<file path="src/rtl/seq_borrow_lookahead_sub.sv">
// Multi-cycle WIDTH-bit subtractor (diff = A - B - Bin), one 4-bit borrow-lookahead nibble per clock.
// Optional signed-overflow flag enabled by defining SUB_OVF_EN.
module seq_borrow_lookahead_sub #(
  parameter int unsigned WIDTH = 16
) (
  input  logic             clk,
  input  logic             rst_n,
  input  logic             start,
  input  logic [WIDTH-1:0] A,
  input  logic [WIDTH-1:0] B,
  input  logic             Bin,
  output logic             busy,
  output logic             done,
  output logic [WIDTH-1:0] diff,
  output logic             Bout,
  output logic             ovf
);

  localparam int unsigned N  = WIDTH / 4;
  localparam int unsigned KW = (N > 1) ? $clog2(N) : 1;
  localparam logic [KW-1:0] LAST = KW'(N - 1);

  typedef enum logic [1:0] {IDLE, RUN, DONE} state_t;

  state_t           state_q, state_d;
  logic [WIDTH-1:0] a_q, a_d, b_q, b_d, res_q, res_d, diff_q, diff_d;
  logic [KW-1:0]    k_q, k_d;
  logic             c_q, c_d, bout_q, bout_d, busy_q, busy_d, done_q, done_d;

  logic [3:0] na, nb, g, p, nd;
  logic [4:0] c;

  assign na = a_q[{k_q, 2'b00} +: 4];
  assign nb = b_q[{k_q, 2'b00} +: 4];
  assign g  = ~na & nb;
  assign p  = ~(na ^ nb);

  // Borrows flattened to two-level lookahead form rather than rippled.
  assign c[0] = c_q;
  assign c[1] = g[0] | (p[0] & c[0]);
  assign c[2] = g[1] | (p[1] & g[0]) | (p[1] & p[0] & c[0]);
  assign c[3] = g[2] | (p[2] & g[1]) | (p[2] & p[1] & g[0]) | (p[2] & p[1] & p[0] & c[0]);
  assign c[4] = g[3] | (p[3] & g[2]) | (p[3] & p[2] & g[1]) | (p[3] & p[2] & p[1] & g[0])
              | (p[3] & p[2] & p[1] & p[0] & c[0]);
  assign nd   = na ^ nb ^ c[3:0];

`ifdef SUB_OVF_EN
  logic ovf_q, ovf_d;
`endif

  always_comb begin
    state_d = state_q;
    a_d     = a_q;
    b_d     = b_q;
    c_d     = c_q;
    k_d     = k_q;
    res_d   = res_q;
    diff_d  = diff_q;
    bout_d  = bout_q;
`ifdef SUB_OVF_EN
    ovf_d   = ovf_q;
`endif
    case (state_q)
      IDLE: begin
        if (start) begin
          a_d     = A;
          b_d     = B;
          c_d     = Bin;
          k_d     = '0;
          res_d   = '0;
          state_d = RUN;
        end
      end
      RUN: begin
        res_d[{k_q, 2'b00} +: 4] = nd;
        c_d = c[4];
        k_d = k_q + 1'b1;
        if (k_q == LAST) begin
          k_d     = '0;
          diff_d  = res_d;
          bout_d  = c[4];
`ifdef SUB_OVF_EN
          ovf_d   = (a_q[WIDTH-1] ^ b_q[WIDTH-1]) & (res_d[WIDTH-1] ^ a_q[WIDTH-1]);
`endif
          state_d = DONE;
        end
      end
      DONE:    state_d = IDLE;
      default: state_d = IDLE;
    endcase
    busy_d = (state_d != IDLE);
    done_d = (state_d == DONE);
  end

  always_ff @(posedge clk or negedge rst_n) begin
    if (!rst_n) begin
      state_q <= IDLE;
      a_q     <= '0;
      b_q     <= '0;
      c_q     <= 1'b0;
      k_q     <= '0;
      res_q   <= '0;
      diff_q  <= '0;
      bout_q  <= 1'b0;
      busy_q  <= 1'b0;
      done_q  <= 1'b0;
    end else begin
      state_q <= state_d;
      a_q     <= a_d;
      b_q     <= b_d;
      c_q     <= c_d;
      k_q     <= k_d;
      res_q   <= res_d;
      diff_q  <= diff_d;
      bout_q  <= bout_d;
      busy_q  <= busy_d;
      done_q  <= done_d;
    end
  end

`ifdef SUB_OVF_EN
  always_ff @(posedge clk or negedge rst_n) begin
    if (!rst_n) ovf_q <= 1'b0;
    else        ovf_q <= ovf_d;
  end
  assign ovf = ovf_q;
`else
  assign ovf = 1'b0;
`endif

  assign busy = busy_q;
  assign done = done_q;
  assign diff = diff_q;
  assign Bout = bout_q;

endmodule

</file>
<file path="config.mk">
export PLATFORM = sky130hd
export DESIGN_NAME = seq_borrow_lookahead_sub
export DESIGN_NICKNAME = d
export VERILOG_FILES = /design/src/rtl/seq_borrow_lookahead_sub.sv
export SDC_FILE = /design/constraint.sdc
export NUM_CORES = 1
export LEC_CHECK = 0
export ABC_CLOCK_PERIOD_IN_PS = 3100
export CORE_MARGIN = 2
export CORE_UTILIZATION = 50
export CTS_CLUSTER_SIZE = 12
export DETAILED_ROUTE_END_ITERATION = 12
export MAX_ROUTING_LAYER = met4
export PLACE_DENSITY = 0.75
export SYNTH_ARGS = -nofsm -noshare
export SYNTH_HDL_FRONTEND = slang
export SYNTH_SLANG_ARGS = --single-unit
export TNS_END_PERCENT = 50
</file>
<file path="constraint.sdc">
create_clock -name clk -period 3.1 [get_ports clk]
set_input_delay 0.31 -clock clk [delete_from_list [all_inputs] [get_ports clk]]
set_output_delay 0.31 -clock clk [all_outputs]
set_load 0.02 [all_outputs]
</file>
==> reports/results.txt, run 1 <==
initial antenna violation count -> 0
slowest stage cell, crit path -> dfrtp_1
Die ar. -> 7700 µm²
Die Wd -> 87.7 µm
sequential fraction of the synthesis area -> 0.514
RSZ-0062 raised after global routing -> false
max_slew headroom -> 0.444
starting density of the core -> 0.516
hold_buf cts -> 0
PnR worst setup slack -> 0.400 ns
fin nets -> 393
CP Cell Sequence -> mux4_2 -> inv_1 -> ha_1 -> a21o_1 -> a211oi_2 -> nor2_1 -> o21ai_0
Syn Area/Cell -> 12.2 µm²
RePlAce Congestion -> 0.877
DRT iter0 DRCs -> 125
PwrDens -> 1260 nW/µm²
Synth Area in XOR/XNOR -> 0.0128
htree depth -> 3
DRC viols -> 0
die height -> 87.7 µm
CTS tree -> built
Cell Count, Final, Fillers Out -> 446
RR Endpoint -> res_q[10]$_DFFE_PN0P_
EDFF count, synth -> 0
synth unique cells -> 42
post-layout power -> 5.41 mW
Mapped Area -> 3510 µm²
Crit. End Element -> register
final core occ -> 0.631
leading area contributor after synthesis -> dfrtp_1
Slew Limit Fails -> 0
leak pwr -> 1.81 nW
Synth area leaders -> dfrtp_1 51%, mux2_2 10%, mux4_2 5.1%
Max Fclk -> 370 MHz
Reg2Reg Setup Slack -> 0.40 ns
Syn Nets -> 335
largest family of logic cells by synthesized area -> multiplexers
status -> finished clean
final period utilization -> 0.871
Yosys reg bits -> 72
CP required -> 3.36 ns
CP max stage delay -> 0.65 ns
PortBufs -> 54
area share of the largest cell type after synthesis -> 0.514
CP Launch Type -> register
most frequent cells after synthesis -> 72 x dfrtp_1, 34 x nand2_1, 31 x mux2_2, 18 x inv_1, 17 x nor2_1
core area -> 6790 µm²
post-route minimum period -> 2.70 ns
Least-Margin Pin Slew -> 0.833 ns
crit-path max FO -> 9
Total GRT Usage -> 0.228
Fin. Hold Viols -> 0
gr ovfl total -> 0
Main synth FF type -> dfrtp_1
number of detailed-route iterations in the first pass -> 4
clock sink count -> 72
post-route cell area -> 4290 µm²
WL final -> 7590 µm
global-route wire length before repair -> 12700 µm
post-CTS setup buffers -> 0
largest net degree at the start of global routing -> 38
Post-Synth Simple-Gate Area -> 0.0985
Filler cells -> 549
WHS -> 0.0592 ns
worst clock skew -> 0.00764 ns
Bufs on Longest Clock Path -> 2
CTS buffer count -> 9
Synth warnings -> 0
dpl ws -> 0.369 ns
vias -> 2465
post-synthesis mux area share -> 0.154
dpl cells -> 431
ys async rst share -> 1.00
Placement Rows -> 30
later-pin clock latency in the skew report -> 0.35 ns
post-cts resize count -> 0
most common cell in the netlist -> dfrtp_1
# IOs -> 56
n_diodes -> 0
vias per cell -> 5.53
Detail Placement HPWL -> 5550 µm
Max VDD drop -> 0.782 mV
Post-DRT Antenna Nets -> 0
number of global-route vias before repair -> 2562
CP arrival -> 2.96 ns
Compound-Gate Fraction of Synth Area -> 0.130
critical path class -> register to register
clock root cell -> clkbuf_8
worst hold path class -> input pin to asynchronous set/reset pin
Post-DP Area -> 4120 µm²
share of layout cells above drive strength 1 -> 0.197
CTS clk-pin slew, worst paths -> 0.07 ns
area delta synth->final -> 22.4%
Max-Cap Viols -> 0
Worst Reg2Reg Path Length in Cells -> 7
Synth Area in Adders -> 0.0414
post-synthesis cell count -> 288
Final TNS setup -> 0 ns
Final setup viols -> 0
drt wl/cell -> 17.0 µm
Critical R2R Launch -> k_q[0]$_DFFE_PN0P_
-- sequential cells by signal (all words and copies together) (netlist names) --
register  count
done          1
state_q       2
Bout          1
diff         16
c_q           1
a_q          16
b_q          16
res_q        16
k_q           2
busy          1
-- worst max-delay path by stage --
stage	from	to	depth (start not counted)
after floorplan	k_q[0]$_DFFE_PN0P_	diff[11]$_DFFE_PN0P_	8
after global placement	k_q[0]$_DFFE_PN0P_	res_q[3]$_DFFE_PN0P_	7
after detailed placement	k_q[0]$_DFFE_PN0P_	res_q[10]$_DFFE_PN0P_	7
after CTS	k_q[0]$_DFFE_PN0P_	res_q[10]$_DFFE_PN0P_	7
after global routing	k_q[0]$_DFFE_PN0P_	res_q[6]$_DFFE_PN0P_	7
final	k_q[0]$_DFFE_PN0P_	res_q[10]$_DFFE_PN0P_	7
-- cell type report --
| class | count | area (µm²) | area share |
|---|---|---|---|
| Multi-Input combinational cell | 184 | 1530 | 0.358 |
| Inverter | 18 | 67.6 | 0.0157 |
| Sequential cell | 72 | 1800 | 0.420 |
| Timing Repair Buffer | 61 | 601 | 0.140 |
| Clock buffer | 15 | 166 | 0.0388 |
| Tap cell | 96 | 120 | 0.0280 |
-- cell usage in the layout, fill, tap and decap left out, types with 2 or more instances in the layout --
master	count
a21o_1	5
a21oi_1	11
a221oi_1	4
a22o_1	4
and3_1	3
buf_4	6
clkbuf_1	4
clkbuf_8	11
clkdlybuf4s50_1	53
dfrtp_1	72
ha_1	10
inv_1	18
mux2_2	31
mux4_2	8
nand2_1	34
nand4bb_1	3
nor2_1	17
nor3_1	2
o21a_1	4
o21ai_0	11
o21ai_1	5
o221ai_1	4
o22ai_1	2
o31ai_1	6
o31ai_2	3
-- kinds of logic after synthesis --
logic type	Yosys count
flops	72
simple gates	67
compound gates	62
mux	40
buf+inv	32
fa+ha+maj	11
xor+xnor	3
other cells	1
-- routing by layer --
layer / vias to the layer above / GRT usage / share of wire
li1: 1138 / - / -
met1: 1243 / 0.290 / 0.44
met2: 70 / 0.357 / 0.50
met3: 14 / 0.0434 / 0.041
met4: 0 / 0.102 / 0.021
met5: - / - / 0
-- worst max-delay path, delay by kind of cell, from the launching register on --
| kind | cells | cell delay (ns) |
|---|---|---|
| compound gates | 3 | 0.85 |
| flops | 1 | 0.65 |
| mux | 1 | 0.56 |
| fa+ha+maj | 1 | 0.28 |
| simple gates | 1 | 0.16 |
| buf+inv | 1 | 0.11 |
-- report_power, final --
group	total, mW	internal [mW]	switching (mW)
Sequential	1.67	1.37	0.300
Combinational	3.08	1.33	1.75
Clock	0.658	0.332	0.326
Total	5.41	3.03	2.37
No activity file was read; power rests on OpenSTA's default activity.
==> run 2: changes to the inputs <==
Settings changed: GPL_TIMING_DRIVEN set to 0.
==> run 2 against run 1 <==
  * Worst hold slack improved by 0.031 ns
  * Combinational power up 4%
  * Sequential power is 4% lower
  * Via count is 0.93% higher
  * Cell count grew 1.8%
  * Clock power down 2%
  * Total power increased by 1.1%
  * Register-to-register slack worse by 0.20 ns
  * Core utilization rose by 0.70 points
  * Final area grew 1.1%
  * Global-route usage increased by 0.21 points
  * Critical path type unchanged
  * Largest cell class unchanged
  * Highest routed layer unchanged
==> reports/results.txt, run 2 (same netlist as run 1, synthesis figures left out) <==
core area -> 6790 µm² (unchanged)
CTS buffer count -> 9 (unchanged)
RePlAce Congestion -> 0.864 (was 0.877)
most frequent cells in the layout -> 72 x dfrtp_1, 53 x clkdlybuf4s50_1, 34 x nand2_1 (unchanged)
gr ovfl total -> 0 (unchanged)
critical path class -> register to register (unchanged)
Post-DRT Antenna Nets -> 0 (unchanged)
register area -> 1800 µm² (unchanged)
vias -> 2488 (was 2465)
number of detailed-route iterations in the first pass -> 4 (unchanged)
Least-Margin Pin Slew -> 0.903 ns (was 0.833 ns)
PwrDens -> 1260 nW/µm² (about the same)
initial antenna violation count -> 0 (unchanged)
CP Launch Type -> register (unchanged)
Slew Limit Fails -> 0 (unchanged)
CTS tree -> built (unchanged)
area of the multi-input gates -> 1540 µm² (was 1530 µm²)
largest net degree at the start of global routing -> 73 (was 38)
WL final -> 7490 µm (was 7590 µm)
RSZ-0062 raised after global routing -> false (unchanged)
worst clock skew -> 0.0100 ns (was 0.00764 ns)
Die Wd -> 87.7 µm (unchanged)
clock root cell -> clkbuf_8 (unchanged)
worst hold path class -> input pin to asynchronous set/reset pin (unchanged)
final core occ -> 0.638 (was 0.631)
Bufs on Longest Clock Path -> 2 (unchanged)
post-cts resize count -> 0 (unchanged)
drt wl/cell -> 16.5 µm (was 17.0 µm)
post-CTS setup buffers -> 0 (unchanged)
post-route cell area -> 4340 µm² (was 4290 µm²)
post-route minimum period -> 2.90 ns (was 2.70 ns)
Final TNS setup -> 0 ns (unchanged)
Final setup viols -> 0 (unchanged)
DRT iter0 DRCs -> 183 (was 125)
number of global-route vias before repair -> 2583 (was 2562)
area delta synth->final -> 23.7% (was 22.4%)
die height -> 87.7 µm (unchanged)
# IOs -> 56 (unchanged)
share of layout cells above drive strength 1 -> 0.212 (was 0.197)
max_slew headroom -> 0.398 (was 0.444)
htree depth -> 3 (unchanged)
Post-DP Area -> 4160 µm² (was 4120 µm²)
fin nets -> 400 (was 393)
Max Fclk -> 345 MHz (was 370 MHz)
global-route wire length before repair -> 12800 µm (was 12700 µm)
Fin. Hold Viols -> 0 (unchanged)
leak pwr -> 1.84 nW (was 1.81 nW)
vias per cell -> 5.48 (was 5.53)
Placement Rows -> 30 (unchanged)
WHS -> 0.0899 ns (was 0.0592 ns)
n_diodes -> 0 (unchanged)
crit-path max FO -> 10 (was 9)
hold_buf cts -> 0 (unchanged)
later-pin clock latency in the skew report -> 0.35 ns (about the same)
CP required -> 3.31 ns (was 3.36 ns)
final period utilization -> 0.935 (was 0.871)
Max-Cap Viols -> 0 (unchanged)
Total GRT Usage -> 0.231 (was 0.228)
Max VDD drop -> 0.634 mV (was 0.782 mV)
Detail Placement HPWL -> 5380 µm (was 5550 µm)
Crit. End Element -> register (unchanged)
starting density of the core -> 0.516 (unchanged)
commonest non-fill, non-tap cell in the layout -> dfrtp_1 (unchanged)
CP arrival -> 3.11 ns (was 2.96 ns)
status -> finished clean (unchanged)
PortBufs -> 54 (unchanged)
Die ar. -> 7700 µm² (unchanged)
clock sink count -> 72 (unchanged)
Filler cells -> 553 (was 549)
CTS clk-pin slew, worst paths -> 0.08 ns (was 0.07 ns)
DRC viols -> 0 (unchanged)
[run 2: changes by cell type in the layout (fill, tap and decap cells not counted)]
cell | previous run | this run
buf_2 | 1 | 4
a211oi_4 | 1 | 2
a211oi_2 | 1 | 0
clkbuf_8 | 11 | 10
clkinvlp_4 | 0 | 1
clkinv_2 | 0 | 2
clkbuf_1 | 4 | 5
buf_4 | 6 | 5
buf_12 | 1 | 0
buf_6 | 0 | 4
[run 2: metrics by stage]
step,setup slack [ns],cells,power [mW]
2_1_floorplan,0.655,288,3.78
6_report,0.201,454,5.46
3_3_place_gp,-0.692,438,4.68
5_1_grt,0.0375,454,5.84
4_1_cts,0.129,454,5.41
3_5_place_dp,0.139,438,4.76
[run 2: cell type report]
| class | count | share of cell area |
|---|---|---|
| buffer | 14 | 0.0237 |
| timing repair buffer | 54 | 0.124 |
| sequential | 72 | 0.415 |
| clock inverter | 3 | 0.00404 |
| tap | 96 | 0.0277 |
| inverter | 18 | 0.0156 |
| clock buffer | 13 | 0.0343 |
| multi-input combinational | 184 | 0.355 |
[run 2: final timing paths]
kind | to | slack, ns | depth (start not counted) | startpoint
max | res_q[2]$_DFFE_PN0P_ | 0.20 | 8 | k_q[0]$_DFFE_PN0P_
min | k_q[1]$_DFFE_PN0P_ | 0.09 | 1 | rst_n
max reg2reg | res_q[2]$_DFFE_PN0P_ | 0.20 | 8 | k_q[0]$_DFFE_PN0P_
min reg2reg | res_q[15]$_DFFE_PN0P_ | 0.48 | 2 | res_q[15]$_DFFE_PN0P_
max in group asynchronous | res_q[1]$_DFFE_PN0P_ | 2.43 | 1 | rst_n
min in group clk | res_q[15]$_DFFE_PN0P_ | 0.48 | 2 | res_q[15]$_DFFE_PN0P_
[run 2: routing by layer]
layer,wire (µm),up-vias,global-route usage
met5,0,-,-
met1,3360,1247,0.298
met3,351,16,0.0415
li1,-,1145,-
met4,159,0,0.108
met2,3630,80,0.354
[run 2: worst max-delay path, stage by stage, from the launching register on]
cell,delay [ns]
dfrtp_1,0.40
buf_4,0.21
buf_6,0.19
mux4_2,0.57
ha_1,0.35
a211oi_4,0.31
nor2_1,0.20
nor2_1,0.34
o21ai_0,0.18
[run 2: report_power, final]
group / total [mW] / leakage (nW) / internal, mW / switching [mW]
registers: 1.60 / 0.892 / 1.37 / 0.233
logic: 3.21 / 0.861 / 1.34 / 1.87
clock network: 0.648 / 0.0834 / 0.311 / 0.338
total: 5.46 / 1.84 / 3.02 / 2.44
==> variant 1, RTL diff (flow settings as in run 1) <==
Change the parameter `WIDTH` from 16 to 8.
--- a/src/rtl/seq_borrow_lookahead_sub.sv
+++ b/src/rtl/seq_borrow_lookahead_sub.sv
@@ -1,7 +1,7 @@
 // Multi-cycle WIDTH-bit subtractor (diff = A - B - Bin), one 4-bit borrow-lookahead nibble per clock.
 // Optional signed-overflow flag enabled by defining SUB_OVF_EN.
 module seq_borrow_lookahead_sub #(
-  parameter int unsigned WIDTH = 16
+  parameter int unsigned WIDTH = 8
 ) (
   input  logic             clk,
   input  logic             rst_n,
Interface: changed (resized A, B and diff); port bits go from 56 to 32. No check against the original RTL was run, so the function may have changed too.
==> variant 1 against run 1 <==
Worst setup slack improved by 520 ps. Sequential power decreased by 50%. Sequential cell count decreased by 37. Routed wire length decreased by 65%. Cell area decreased by 55%. Synthesized area decreased by 55%. Critical endpoint is now diff[7]. Power decreased by 59%. First-iteration DRC count decreased by 82%. Synthesized cell count decreased by 55%. Sequential share of layout area increased by 3.3 points. Clock power decreased by 65%. Critical path type unchanged.
==> variant 1: results (changes against run 1) <==
Setup WS pre-CTS 927 ps (was 369 ps); Net Switching 0.000860 W (was 0.00237 W); first-pass GRT wire length 4.44 mm (was 12.7 mm); outcome completed (unchanged); hpwl dp 1.96 mm (was 5.55 mm); VDD IR max 0.541 mV (was 0.782 mV); synth cell count leaders 35 x dfrtp_1, 23 x nand2_1, 20 x mux2_2, 6 x o21ai_0 (was 72 x dfrtp_1, 34 x nand2_1, 31 x mux2_2, 18 x inv_1, 17 x nor2_1); post-synthesis sequential area ratio 55.9% (was 51.4%); Nets 186 (was 393); final WL 2.65 mm (was 7.59 mm); root buf cell clkbuf_4 (was clkbuf_8); R2R Path End diff[7] (was res_q[10]); Worst EP arrival 2390 ps (was 2960 ps); Syn Nets 154 (was 335); FFs w/ async S/R, synth 100% (unchanged); relative slew slack 44.7% (was 44.4%); Synth area leaders dfrtp_1 56%, mux2_2 14%, nand2_1 5.5% (was dfrtp_1 51%, mux2_2 10%, mux4_2 5.1%); r2r worst-path depth 6 (was 7); cts bufs inserted 5 (was 9); GR Layer Usage met3 7.36% (was 4.34%); worst r2r src k_q (was k_q[0]); CTS H-Tree Depth 2 (was 3); Worst R2R Setup Slack 920 ps (was 400 ps); vias in the first global route 1006 (was 2562); First-pass DRT Iterations 4 (unchanged); CP max FO 11 (was 9); DR vias 1004 (was 2465); Final GP Congestion 0.867 (was 0.877); Layout Utilization 63.9% (was 63.1%); total global-route track usage 18.0% (was 22.8%); fill cell count 252 (was 549); First DRT Iteration DRCs 23 (was 125); clk_skew 8.10 ps (was 7.64 ps); largest net degree at the start of global routing 36 (was 38); port bufs 30 (was 54); routing usage on met2 30.3% (was 35.7%); placed cells 198 (was 431); Hold WS 360 ps (was 59.2 ps); Synth Instances 129 (was 288); share of layout cells above drive strength 1 19.1% (was 19.7%); M1 GR Usage 18.7% (was 29.0%); placed instance area 1880 um2 (was 4120 um2)
==> variant 1: how the worst max path moves through the flow <==
stage                     start      end  slack [ps]
after floorplan             k_q  diff[7]        1160
after global placement      k_q  diff[7]        1030
after detailed placement    k_q  diff[7]         930
after CTS                   k_q  diff[7]         920
after global routing        k_q  diff[7]         790
final                       k_q  diff[7]         920
==> variant 1: power by group through the flow <==
stage	combinational [W]	sequential (W)	clock [W]
floorplan	0.000823	0.000868	0
global placement	0.00114	0.000836	0
detailed placement	0.00118	0.000845	0
CTS	0.00118	0.000835	0.000240
global route	0.00130	0.000857	0.000261
finish	0.00116	0.000832	0.000233
==> variant 1: logic make-up after synthesis <==
family                   count (synthesis)  share of synthesized area, %
flip-flops                              35                          55.9
multiplexers                            24                          16.9
buffers and inverters                   10                          3.83
other                                    1                         0.239
XOR/XNOR                                 3                          1.68
adder cells (fa/ha/maj)                  5                          4.47
AO/OA/AOI/OAI                           16                          5.91
AND/OR/NAND/NOR                         35                          11.0
==> variant 1: per-layer routing <==
| metal | part of all wire [%] | up-vias |
|---|---|---|
| met1 | 40 | 479 |
| met3 | 5.5 | 5 |
| li1 | - | 494 |
| met4 | 1.6 | 0 |
| met2 | 53 | 26 |
| met5 | 0 | - |
==> variant 1: area by class of cell <==
cell class / instances / share of cell area, %
tap: 44 / 2.85
clock inverter: 1 / 0.259
timing repair buffer: 31 / 15.9
clock buffer: 7 / 2.33
sequential: 35 / 45.3
inverter: 4 / 0.776
multi-input combinational: 84 / 32.6
==> variant 1: critical path: stages (launching register included) <==
cell	delay, ps
dfrtp_1	640
mux2_2	420
ha_1	280
a211o_1	280
a21oi_2	170
xnor2_1	160
o21ai_0	100
==> variant 2, RTL diff (settings of run 1) <==
Without the edit above. Register the input `A` before use, without a reset. The logic sees it one clock later. The other inputs are not delayed to match. Comments in the files are not updated.
--- a/src/rtl/seq_borrow_lookahead_sub.sv
+++ b/src/rtl/seq_borrow_lookahead_sub.sv
@@ -21,6 +21,12 @@
   localparam logic [KW-1:0] LAST = KW'(N - 1);
 
   typedef enum logic [1:0] {IDLE, RUN, DONE} state_t;
+
+  logic [WIDTH-1:0] A_q;
+
+  always_ff @(posedge clk) begin
+    A_q <= A;
+  end
 
   state_t           state_q, state_d;
   logic [WIDTH-1:0] a_q, a_d, b_q, b_d, res_q, res_d, diff_q, diff_d;
@@ -63,7 +69,7 @@
     case (state_q)
       IDLE: begin
         if (start) begin
-          a_d     = A;
+          a_d     = A_q;
           b_d     = B;
           c_d     = Bin;
           k_d     = '0;
Behaviour: not the same (Yosys sat finds a counterexample within 10 cycles, from zero or initial values and one cycle with rst_n low).
==> variant 2 against run 1 <==
Routed wire length shrank 5.2%. Worst setup slack gained 43 ps. Global-route usage shrank 3.6 points. Power grew 2.1%. Critical path type unchanged. Clock skew grew 1.1 ps. Combinational power shrank 7.8%. Sequential power grew 15%. Highest routed layer unchanged. Cell area grew 6.6%. Sequential cell count grew 16. Synthesized area grew 8.7%.
==> variant 2: results (changes against run 1) <==
Worst EP arrival 2880 ps (was 2960 ps); clk_skew 8.72 ps (was 7.64 ps); hpwl dp 5.35 mm (was 5.55 mm); vias in the first global route 2520 (was 2562); vias per std cell 5.29 (was 5.53); Hold WS 128 ps (was 59.2 ps); Worst Max-Slew Pin Slew 1020 ps (was 833 ps); Final GP Congestion 0.874 (was 0.877); met2 WL 3.75 mm (was 3.80 mm); Lkg Pwr 1.95 nW (was 1.81 nW); outcome completed (unchanged); Worst R2R Setup Slack 440 ps (was 400 ps); R2R Path End res_q[15] (was res_q[10]); Nets 405 (was 393); synth cell count leaders 72 x dfrtp_1, 32 x nand2_1, 31 x mux2_2, 20 x nor2_1, 16 x dfxtp_1 (was 72 x dfrtp_1, 34 x nand2_1, 31 x mux2_2, 18 x inv_1, 17 x nor2_1); post-synthesis sequential area ratio 55.7% (was 51.4%); M1 WL 2.98 mm (was 3.32 mm); VDD IR max 0.587 mV (was 0.782 mV); final WL 7.19 mm (was 7.59 mm); Synth area leaders dfrtp_1 47%, mux2_2 9.2%, dfxtp_1 8.4% (was dfrtp_1 51%, mux2_2 10%, mux4_2 5.1%); CP max FO 8 (was 9); FFs w/ async S/R, synth 81.8% (was 100%); largest net degree at the start of global routing 49 (was 38); CP max stage delay 620 ps (was 650 ps); Syn Nets 349 (was 335); delay-heaviest family, CP flip-flops (was compound AO/OA/AOI/OAI gates); met3 routed WL 305 um (was 312 um); first-pass GRT wire length 12.1 mm (was 12.7 mm); share of layout cells above drive strength 1 19.8% (was 19.7%); First DRT Iteration DRCs 85 (was 125)
-- variant 2: changes by cell type after synthesis, moves of 2 or more --
cell / delta
nor3_1: -2
buf_2: -3
nand2_1: -2
a21oi_1: +2
o21ai_1: -3
o31ai_1: +2
o31ai_2: -3
buf_4: +2
o21ai_0: +3
nor2_1: +3
inv_1: -3
dfxtp_1: +16
-- variant 2: worst max path at each step --
stage,start,endpoint,cells after the start
floorplan,k_q[0],res_q[11],9
global placement,k_q[0],res_q[7],8
detailed placement,k_q[0],res_q[15],7
CTS,k_q[0],res_q[15],7
global route,k_q[0],res_q[15],7
finish,k_q[0],res_q[15],7
-- variant 2: kinds of logic (layout without fill, tap and decap cells) --
family	Yosys count	after routing	synth area share (%)
compound gates	62	62	11.0
xor+xnor	3	3	0.886
fa+ha+maj	11	11	3.81
buf+inv	29	90	4.82
flops	88	88	55.7
mux	40	40	14.2
other cells	1	1	0.0984
simple gates	68	68	9.58
-- variant 2: per-stage QoR --
stage,cells,instance area [um2]
final,462,4580
after CTS,462,4580
after detailed placement,446,4380
after global routing,462,4580
after global placement,446,4380
after floorplan,302,3810
-- variant 2: power breakdown --
group / switching (W) / internal (W)
clock network: 0.000417 / 0.000347
registers: 0.000321 / 0.00160
logic: 0.00161 / 0.00123
total: 0.00235 / 0.00317
-- variant 2: layer usage --
| metal | up-vias | global-route usage [%] |
|---|---|---|
| met3 | 13 | 3.73 |
| met2 | 66 | 31.6 |
| met1 | 1186 | 22.7 |
| met5 | - | - |
| met4 | 0 | 9.34 |
| li1 | 1178 | - |
-- variant 2: worst register-to-register path, delay by kind of cell, from the launching register on --
kind | cells | cell delay [ps]
buf+inv | 1 | 110
fa+ha+maj | 1 | 260
compound gates | 3 | 600
mux | 1 | 560
xor+xnor | 1 | 370
flops | 1 | 620
-- variant 2: final cells by class --
cell class,instances,area (um2)
clock buffer,10,149
clock inverter,6,47.5
fill,579,2760
inverter,16,61.3
multi-input combinational,185,1510
sequential,88,2120
tap,99,124
timing repair buffer,58,566
